`src/rtl/rst_seq_pkg.sv`:
```
// Shared types and constants for the reset sequencer.
// FSM state encoding and cause-register bit positions.
package rst_seq_pkg;

  typedef enum logic [1:0] {
    HOLD    = 2'd0,
    RELEASE = 2'd1,
    RUN     = 2'd2
  } state_e;

  localparam int CAUSE_POR      = 0;
  localparam int CAUSE_SW       = 1;
  localparam int CAUSE_SRC_BASE = 2;

  function automatic int cnt_width(
    input int min_c,
    input int gap
  );
    int m;
    m = (min_c > gap) ? min_c : gap;
    return $clog2(m + 1);
  endfunction

endpackage

```
`src/rtl/sync.sv`:
```
// Multi-flop synchronizer for a single asynchronous bit.
// Flops clear to 0 on rst.
module sync #(
  parameter int STAGES = 2
) (
  input  logic clk,
  input  logic rst,
  input  logic d_i,
  output logic q_o
);

  logic [STAGES-1:0] sync_q;
  logic [STAGES-1:0] sync_d;

  always_comb begin
    sync_d = {sync_q[STAGES-2:0], d_i};
  end

  always_ff @(posedge clk or posedge rst) begin
    if (rst) sync_q <= '0;
    else     sync_q <= sync_d;
  end

  assign q_o = sync_q[STAGES-1];

endmodule

```
`src/rtl/reset_seq.sv`:
```
// Staged reset sequencer with synchronized reset requests.
// Define RESET_SEQ_CAUSE_EN to build the sticky cause register.
module reset_seq
  import rst_seq_pkg::*;
#(
  parameter int NUM_SRC          = 2,
  parameter int NUM_OUT          = 4,
  parameter int MIN_RESET_CYCLES = 3,
  parameter int STAGE_GAP        = 2,
  parameter int SYNC_STAGES      = 2
) (
  input  logic               clk,
  input  logic               rst,
  input  logic [NUM_SRC-1:0] req_i,
  input  logic               sw_req_i,
  input  logic               cause_clr_i,
  output logic [NUM_OUT-1:0] rst_o,
  output logic               done_o,
  output logic [NUM_SRC+1:0] cause_o
);

  localparam int CW = cnt_width(MIN_RESET_CYCLES, STAGE_GAP);
  localparam logic [CW-1:0] MIN_LAST = CW'(MIN_RESET_CYCLES - 1);
  localparam logic [CW-1:0] GAP_LAST = CW'(STAGE_GAP - 1);
  localparam logic [NUM_OUT-1:0] LAST_CH = NUM_OUT'(1) << (NUM_OUT - 1);

  logic [NUM_SRC-1:0] req_s;
  logic               req;

  for (genvar i = 0; i < NUM_SRC; i++) begin : g_sync
    sync #(
      .STAGES(SYNC_STAGES)
    ) u_sync (
      .clk(clk),
      .rst(rst),
      .d_i(req_i[i]),
      .q_o(req_s[i])
    );
  end

  assign req = (|req_s) | sw_req_i;

  state_e             state_q, state_d;
  logic [CW-1:0]      cnt_q, cnt_d;
  logic [NUM_OUT-1:0] rst_o_q, rst_o_d;
  logic               done_q, done_d;
  logic               enter_hold;

  always_comb begin
    state_d    = state_q;
    cnt_d      = cnt_q;
    rst_o_d    = rst_o_q;
    done_d     = done_q;
    enter_hold = 1'b0;
    unique case (state_q)
      HOLD: begin
        if (req) begin
          cnt_d = '0;
        end else if (cnt_q == MIN_LAST) begin
          cnt_d   = '0;
          rst_o_d = rst_o_q << 1;
          if (NUM_OUT == 1) begin
            state_d = RUN;
            done_d  = 1'b1;
          end else begin
            state_d = RELEASE;
          end
        end else begin
          cnt_d = cnt_q + CW'(1);
        end
      end
      RELEASE: begin
        if (req) begin
          enter_hold = 1'b1;
        end else if (cnt_q == GAP_LAST) begin
          cnt_d   = '0;
          rst_o_d = rst_o_q << 1;
          if (rst_o_q == LAST_CH) begin
            state_d = RUN;
            done_d  = 1'b1;
          end
        end else begin
          cnt_d = cnt_q + CW'(1);
        end
      end
      RUN: begin
        if (req) enter_hold = 1'b1;
      end
      default: begin
        enter_hold = 1'b1;
      end
    endcase
    if (enter_hold) begin
      state_d = HOLD;
      cnt_d   = '0;
      rst_o_d = '1;
      done_d  = 1'b0;
    end
  end

  always_ff @(posedge clk or posedge rst) begin
    if (rst) begin
      state_q <= HOLD;
      cnt_q   <= '0;
      rst_o_q <= '1;
      done_q  <= 1'b0;
    end else begin
      state_q <= state_d;
      cnt_q   <= cnt_d;
      rst_o_q <= rst_o_d;
      done_q  <= done_d;
    end
  end

  assign rst_o  = rst_o_q;
  assign done_o = done_q;

`ifdef RESET_SEQ_CAUSE_EN
  localparam logic [NUM_SRC+1:0] CAUSE_RST = (NUM_SRC + 2)'(1) << CAUSE_POR;

  logic [NUM_SRC+1:0] cause_q, cause_d;

  // Sets are applied after the clear so a same-cycle set survives.
  always_comb begin
    cause_d = cause_clr_i ? '0 : cause_q;
    if (enter_hold) begin
      if (sw_req_i) cause_d[CAUSE_SW] = 1'b1;
      for (int i = 0; i < NUM_SRC; i++) begin
        if (req_s[i]) cause_d[CAUSE_SRC_BASE + i] = 1'b1;
      end
    end
  end

  always_ff @(posedge clk or posedge rst) begin
    if (rst) cause_q <= CAUSE_RST;
    else     cause_q <= cause_d;
  end

  assign cause_o = cause_q;
`else
  logic unused_cause_clr;
  assign unused_cause_clr = cause_clr_i;
  assign cause_o = '0;
`endif

endmodule

```
`config.mk`:
```
export PLATFORM = sky130hd
export DESIGN_NAME = reset_seq
export DESIGN_NICKNAME = d
export VERILOG_FILES = /design/src/rtl/rst_seq_pkg.sv /design/src/rtl/sync.sv /design/src/rtl/reset_seq.sv
export SDC_FILE = /design/constraint.sdc
export NUM_CORES = 1
export LEC_CHECK = 0
export CAP_MARGIN = 10
export CORE_ASPECT_RATIO = 0.9
export CORE_MARGIN = 8
export CORE_UTILIZATION = 45
export CTS_CLUSTER_DIAMETER = 200
export DETAILED_ROUTE_END_ITERATION = 16
export GPL_ROUTABILITY_DRIVEN = 0
export PLACE_DENSITY = 0.73
export SYNTH_ARGS = -nofsm -noshare
export SYNTH_HDL_FRONTEND = slang
export SYNTH_SLANG_ARGS = --single-unit
export TNS_END_PERCENT = 30
```
`constraint.sdc`:
```
create_clock -name clk -period 1.8 [get_ports clk]
set_clock_uncertainty 0.1 [all_clocks]
set_input_delay 0.45 -clock clk [delete_from_list [all_inputs] [get_ports clk]]
set_output_delay 0.45 -clock clk [all_outputs]
set_load 0.1 [all_outputs]
```
==> results of run 1 <==
==> logic make-up after synthesis <==
| group | share of synthesized area (%) |
|---|---|
| DFF | 41.4 |
| buffers and inverters | 7.52 |
| and+or+nand+nor | 18.3 |
| AOI/OAI and AO/OA | 21.2 |
| other | 0.470 |
| adders and majority gates | 4.70 |
| muxes | 6.43 |
==> critical path, cell delays in order (launching register included) <==
cell and delay [ps]:
dfrtp_1 410, inv_2 90, ha_4 310, o31a_4 210
a2111oi_4 70, or4_4 490, o21ai_2 140
==> per-stage QoR <==
step           hold WS, ps  area, um2  setup TNS (ps)  std cells  power (mW)
3_5_place_dp           249       1070           -3470        120        1.95
4_1_cts                268       1180            -279        129        2.32
6_report               263       1250            -272        130        2.49
3_3_place_gp           231       1070           -3000        120        1.91
5_1_grt                272       1250            -764        130        2.62
2_1_floorplan          224        813            -160         75        1.42
==> cell usage after synthesis, types with 2 or more instances <==
| master | count |
|---|---|
| inv_1 | 6 |
| dfrtp_1 | 9 |
| nor2b_1 | 2 |
| dfstp_2 | 4 |
| a2111oi_0 | 2 |
| o21ai_1 | 3 |
| a31oi_1 | 2 |
| a21oi_1 | 3 |
| or4_1 | 2 |
| nand4bb_1 | 2 |
| buf_4 | 5 |
| nand2_1 | 2 |
| mux2_4 | 2 |
| or3_1 | 2 |
| ha_1 | 3 |
| nor2_1 | 4 |
==> power groups by stage <==
stage	combinational [mW]	clock, mW	sequential [mW]
final	1.82	0.187	0.487
after global routing	1.92	0.201	0.498
after CTS	1.64	0.188	0.484
after detailed placement	1.47	0	0.483
after global placement	1.43	0	0.480
after floorplan	0.654	0	0.762
==> state kept, by name (all words and copies together) (netlist names) <==
signal / flops
g_sync.u_sync.sync_q: 4
rst_o: 4
cnt_q: 2
done_o: 1
state_q: 2
==> final cells by class <==
type / instances / area (um2) / area share, %
Timing Repair Buffer: 32 / 319 / 25.6
Clock buffer: 4 / 26.3 / 2.11
Inverter: 6 / 22.5 / 1.81
Multi-Input combinational cell: 51 / 515 / 41.3
Sequential cell: 13 / 334 / 26.8
Tap cell: 24 / 30.0 / 2.41
==> metal layers <==
| layer | GRT usage (%) | vias up | share of wire (%) |
|---|---|---|---|
| met5 | 0 | - | 0 |
| met4 | 4.08 | 0 | 1.3 |
| met3 | 4.16 | 4 | 7.4 |
| met2 | 20.1 | 20 | 48 |
| met1 | 15.1 | 347 | 43 |
| li1 | - | 330 | - |
==> final timing paths <==
| check | cells past startpoint | to |
|---|---|---|
| setup / recovery | 6 | cnt_q[0] |
| hold / removal | 0 | g_sync[1].u_sync.sync_q[1] |
| setup reg to reg | 6 | cnt_q[0] |
| hold reg to reg | 0 | g_sync[1].u_sync.sync_q[1] |
| max in group asynchronous | 2 | rst_o[2] |
| min in group asynchronous | 2 | g_sync[1].u_sync.sync_q[0] |
==> timing repair <==
action	in CTS	in global routing
endpoints found under the setup margin	9	9
resized for setup	13	13
buffers inserted	5	1
pin swaps	4	4
==> key figures, run 1 <==
Route
  • Iter 0 DRT Violations: 9
  • Vias per cell: 5.39
  • DRC Markers: 0
  • Wirelength per Cell: 16.0 um
  • Final ANT Viol Nets: 0
  • Drt first pass iters: 6
  • Final wirelength: 2080 um
  • Via count: 701

Timing
  • Final setup viols: 5
  • Final min period: 1900 ps
  • Max Slew Vio Count: 0
  • Final worst-path cycle share: 105%
  • Fmax: 527 MHz
  • RSZ-0062 raised after global routing: yes
  • Setup WS post-layout: -97.3 ps
  • Number of failing hold endpoints at the final stage: 0

Power and ir drop
  • Pint: 1.36 mW
  • Net Sw Power: 1.13 mW
  • Sw Share: 45.4%
  • Power Dens Cells: 2000 mW/mm2
  • Clock power frac: 7.5%
  • Logic pwr share: 73.0%
  • Leak: 0.519 nW
  • Sequential power share: 19.5%
  • Peak VDD IR: 0.00158 V

Global route
  • Largest net degree at the start of global routing: 14
  • Vias in the first global route: 710
  • Initial antenna violation count: 0
  • Grt total ovfl: 0
  • GRT Overall Usage: 12.6%
  • First-pass GRT wire length: 3260 um

Layout
  • Layout area overhead: 56.3%
  • N_diodes: 0
  • Fillers: 110
  • Layout cells sized above 1: 58.5%
  • Most common cell after layout, fill and taps aside: buf_4
  • Fin nets: 116
  • Final design utilization: 75.0%
  • Commonest non-fill, non-tap cells in the layout: buf_4, dfrtp_1, buf_12

Placement
  • IO buf count: 9
  • Dpl ws: -451 ps
  • Hpwl dp: 1470 um

Yosys
  • Syn_area_per_cell: 11.1 um2
  • Yosys warnings: 0
  • Area contributors post-synth: dfrtp_1, dfstp_2, buf_4
  • Netlist cell types: 35
  • Gate count of the mapped netlist: 72
  • Primary FF master, synth: dfrtp_1
  • Post-Syn Area: 798 um2
  • Top cell type by total area after synthesis: dfrtp_1
  • Post-synth EDFFs: 0
  • Share of the synthesized area in the top cell type: 28.2%
  • #FFs+latches synth: 13
  • Async SR Flop Fraction: 100%
  • Post-synthesis sequential area ratio: 41.4%

Setup path
  • Worst endpoint data arrival time: 2000 ps
  • Worst EP required: 1910 ps
  • R2r setup slk: -100 ps
  • CP Capture Type: flip-flop
  • Setup crit start: state_q[0]
  • Worst setup SP type: flip-flop
  • Critical path class: flip-flop to flip-flop
  • Worst r2r src: state_q[0]
  • CP Max Fanout: 7

Die
  • Core area: 0.00166 mm2
  • FP Rows: 14
  • Initial Util: 48.0%
  • Die Y: 56.0 um
  • Die W: 60.4 um
  • I/O pin count: 15
  • Die area: 0.00338 mm2

Clock tree
  • H-tree levels: 1
  • Worst-path clk slew: 80 ps
  • Clk buf depth: 2
  • Clock root cell: clkbuf_4
  • CTS tree: yes
  • Worst skew pair latency: 280 ps
  • CTS Buf Count: 3
  • Clock sinks: 13
  • Hold_buf cts: 0

Outcome
  • Status: finished with violations
  • Failing checks: setup timing

Job
  • Max-cap violations: 0

Min path
  • Min-Delay Path Class: flip-flop to flip-flop
  • Hold Crit Start: g_sync[1].u_sync.sync_q[0]
Power figures use the tool's default switching activity.
==> run 2, diff against run 1 <==
Settings changed: SLEW_MARGIN set to 40.
==> results of run 2 <==
Final layout, timing and power as in run 1 (identical DEF).
==> run 3, diff against run 2 <==
Settings changed: SYNTH_HIERARCHICAL set to 1.
==> run 3 against run 2 <==
Against the previous run: the flow still finishes with violations (setup timing); sequential power fell by 17%; synthesized area rose by 3.1%; die area rose by 2.3%; first-iteration DRC count rose by 89%; clock power barely moved; combinational power fell by 31%; total power fell by 26%; worst hold slack got worse by 3.3 ps; fmax rose by 3.1%; via count rose by 8.6%; critical path type unchanged; largest cell class unchanged; largest power group unchanged.
==> key figures, run 3 <==
Timing
  • Final min period: 1840 ps (was 1900 ps)
  • Fin Setup TNS: -105 ps (was -272 ps)
  • Fmax: 544 MHz (was 527 MHz)
  • Final worst-path cycle share: 102% (was 105%)
  • Max Slew Vio Count: 0 (unchanged)
  • RSZ-0062 raised after global routing: yes (unchanged)
  • Number of failing hold endpoints at the final stage: 0 (unchanged)
  • Final setup viols: 5 (unchanged)
  • Setup WS post-layout: -39.5 ps (was -97.3 ps)

Global route
  • Grt met3 use: 3.18% (was 4.16%)
  • Largest net degree at the start of global routing: 10 (was 14)
  • GR Util met2: 18.7% (was 20.1%)
  • Vias in the first global route: 711 (was 710)
  • Grt total ovfl: 0 (unchanged)
  • GRT Overall Usage: 12.3% (was 12.6%)
  • Global-route layer with the greatest usage: met2 (unchanged)
  • Met1 usage: 15.1% (about the same)
  • Initial antenna violation count: 0 (unchanged)
  • First-pass GRT wire length: 3250 um (was 3260 um)

Die
  • Die area: 0.00346 mm2 (was 0.00338 mm2)
  • Initial Util: 48.5% (was 48.0%)
  • Die W: 61.1 um (was 60.4 um)
  • Die Y: 56.6 um (was 56.0 um)
  • FP Rows: 14 (unchanged)
  • I/O pin count: 15 (unchanged)
  • Core area: 0.00170 mm2 (was 0.00166 mm2)

Placement
  • Hpwl dp: 1420 um (was 1470 um)
  • IO buf count: 9 (unchanged)
  • Dpl ws: -293 ps (was -451 ps)
  • Placed cell count: 133 (was 120)

Clock tree
  • Clock root cell: clkbuf_4 (unchanged)
  • Clk buf depth: 2 (unchanged)
  • Worst-path clk slew: 80 ps (about the same)
  • Hold_buf cts: 0 (unchanged)
  • Clock sinks: 13 (unchanged)
  • H-tree levels: 1 (unchanged)
  • Worst skew pair latency: 290 ps (was 280 ps)
  • CTS Buf Count: 3 (unchanged)
  • CTS tree: yes (unchanged)

Layout
  • N_diodes: 0 (unchanged)
  • Non-Filler Instances: 141 (was 130)
  • Layout area overhead: 50.8% (was 56.3%)
  • Layout cells sized above 1: 45.3% (was 58.5%)
  • Fin nets: 127 (was 116)
  • Commonest non-fill, non-tap cells in the layout: buf_4, dfrtp_1, nor2_1, inv_1 (was buf_4, dfrtp_1, buf_12)
  • Fillers: 114 (was 110)
  • Final design utilization: 73.0% (was 75.0%)
  • Most common cell after layout, fill and taps aside: buf_4 (unchanged)

Outcome
  • Failing checks: setup timing (unchanged)
  • Status: finished with violations (unchanged)

Yosys
  • Area contributors post-synth: dfrtp_1, dfstp_2, ha_1 (was dfrtp_1, dfstp_2, buf_4)
  • Async SR Flop Fraction: 100% (unchanged)
  • Post-synthesis sequential area ratio: 40.1% (was 41.4%)
  • Gate count of the mapped netlist: 88 (was 72)
  • #FFs+latches synth: 13 (unchanged)
  • Netlist cell types: 33 (was 35)
  • Syn_area_per_cell: 9.36 um2 (was 11.1 um2)
  • Yosys warnings: 6 (was 0)
  • Primary FF master, synth: dfrtp_1 (unchanged)
  • Share of the synthesized area in the top cell type: 27.4% (was 28.2%)
  • Post-synth EDFFs: 0 (unchanged)
  • Post-Syn Area: 823 um2 (was 798 um2)
  • Top cell type by total area after synthesis: dfrtp_1 (unchanged)
  • Count leader, synth: dfrtp_1 (unchanged)
  • Most frequent cells after synthesis: dfrtp_1, inv_1, nor2_1, a21oi_1 (was dfrtp_1, inv_1, buf_4, dfstp_2, nor2_1)

Route
  • Final wirelength: 2090 um (was 2080 um)
  • DRC Markers: 0 (unchanged)
  • Final ANT Viol Nets: 0 (unchanged)
  • Wirelength per Cell: 14.8 um (was 16.0 um)
  • Iter 0 DRT Violations: 17 (was 9)
  • Via count: 761 (was 701)
  • Vias per cell: 5.40 (was 5.39)
  • Drt first pass iters: 4 (was 6)

Job
  • Max-cap violations: 0 (unchanged)

Setup path
  • Worst endpoint data arrival time: 1960 ps (was 2000 ps)
  • Critical path class: flip-flop to flip-flop (unchanged)
  • CP Max Fanout: 6 (was 7)
  • R2r setup slk: -40 ps (was -100 ps)
  • Stages on the worst setup path: 7 (was 6)
  • CP Capture Type: flip-flop (unchanged)
  • CP cell instances: inv_1, ha_1, or2_4, a31oi_4, o22ai_4, nor3b_2, o21ai_1 (was inv_2, ha_4, o31a_4, a2111oi_4, or4_4, o21ai_2)
  • Worst r2r src: state_q[0] (unchanged)
  • Worst setup SP type: flip-flop (unchanged)
  • Worst R2R Path Depth: 7 (was 6)
  • Worst Path Buf+Inv: 1 (unchanged)
  • Reg2reg end: rst_o[2] (was cnt_q[0])
  • Worst EP required: 1920 ps (was 1910 ps)
  • Largest stage delay, worst path: 390 ps (was 490 ps)
  • Crit path max-delay family: simple AND/OR/NAND/NOR gates (unchanged)
  • Crit-path slowest cell: dfrtp_1 (was or4_4)

Power and ir drop
  • Peak VDD IR: 0.00103 V (was 0.00158 V)
  • Leak: 0.544 nW (was 0.519 nW)
  • Power Dens Cells: 1490 mW/mm2 (was 2000 mW/mm2)
  • Final Power: 1.85 mW (was 2.49 mW)

Min path
  • Min-Delay Path Class: input pin to asynchronous set/reset pin (was flip-flop to flip-flop)
-- run 3: cell count changes in the layout (fill, tap and decap cells not counted), sizes merged, moves of 3 or more --
cell / delta
buf: -4
nand2b: +4
nor3b: +3
a31oi: +3
a21oi: +3
nor3: +3
a2111oi: -3
-- run 3: where the power goes --
part           leakage (nW)  switching [mW]  internal (mW)  total [mW]
clock                0.0150           0.104         0.0863       0.190
sequential            0.156          0.0633          0.343       0.406
combinational         0.373           0.673          0.583        1.26
-- run 3: cell type report --
cell class	count	area (um2)	area share, %
Tap cell	24	30.0	2.42
Multi-Input combinational cell	65	536	43.1
Inverter	7	26.3	2.12
Sequential cell	13	334	26.9
Clock buffer	4	26.3	2.12
Timing Repair Buffer	28	289	23.3
-- run 3: what timing repair did --
| item | CTS | global route |
|---|---|---|
| pin swaps | 3 | 10 |
| gates resized for setup | 5 | 17 |
| setup endpoints to repair | 5 | 8 |
| setup buffers | 2 | 2 |
-- run 3: stage by stage --
stage | hold WS [ps] | area (um2)
2_1_floorplan | 91.2 | 857
3_3_place_gp | 240 | 1090
3_5_place_dp | 255 | 1090
4_1_cts | 263 | 1160
5_1_grt | 282 | 1240
6_report | 259 | 1240
-- run 3: worst register-to-register path, stage by stage, from the launching register on --
cell and delay (ps):
dfrtp_1 390, inv_1 100, ha_1 250, or2_4 270, a31oi_4 230, o22ai_4 140
nor3b_2 190, o21ai_1 90
-- run 3: kinds of logic after synthesis --
group / Yosys count / share of synthesized area (%)
compound gates: 23 / 18.4
fa+ha+maj: 3 / 4.56
buf+inv: 13 / 8.81
flops: 13 / 40.1
mux: 2 / 2.74
other cells: 1 / 0.455
simple gates: 33 / 24.9
-- run 3: per-layer routing --
| metal | up-vias | wire (um) | part of all wire (%) |
|---|---|---|---|
| met1 | 368 | 910 | 44 |
| met4 | 0 | 44 | 2.1 |
| met3 | 5 | 110 | 5.3 |
| li1 | 363 | - | - |
| met2 | 25 | 1030 | 49 |
| met5 | - | 0 | 0 |
-- run 3: worst max path at each step --
stage                from    endpoint  slack (ps)
3_5_place_dp     sw_req_i  state_q[1]        -290
2_1_floorplan  state_q[0]    rst_o[2]         -80
3_3_place_gp     sw_req_i  state_q[1]        -290
5_1_grt        state_q[0]    rst_o[3]        -120
4_1_cts        state_q[1]    rst_o[2]        -0.8
6_report       state_q[0]    rst_o[2]         -40
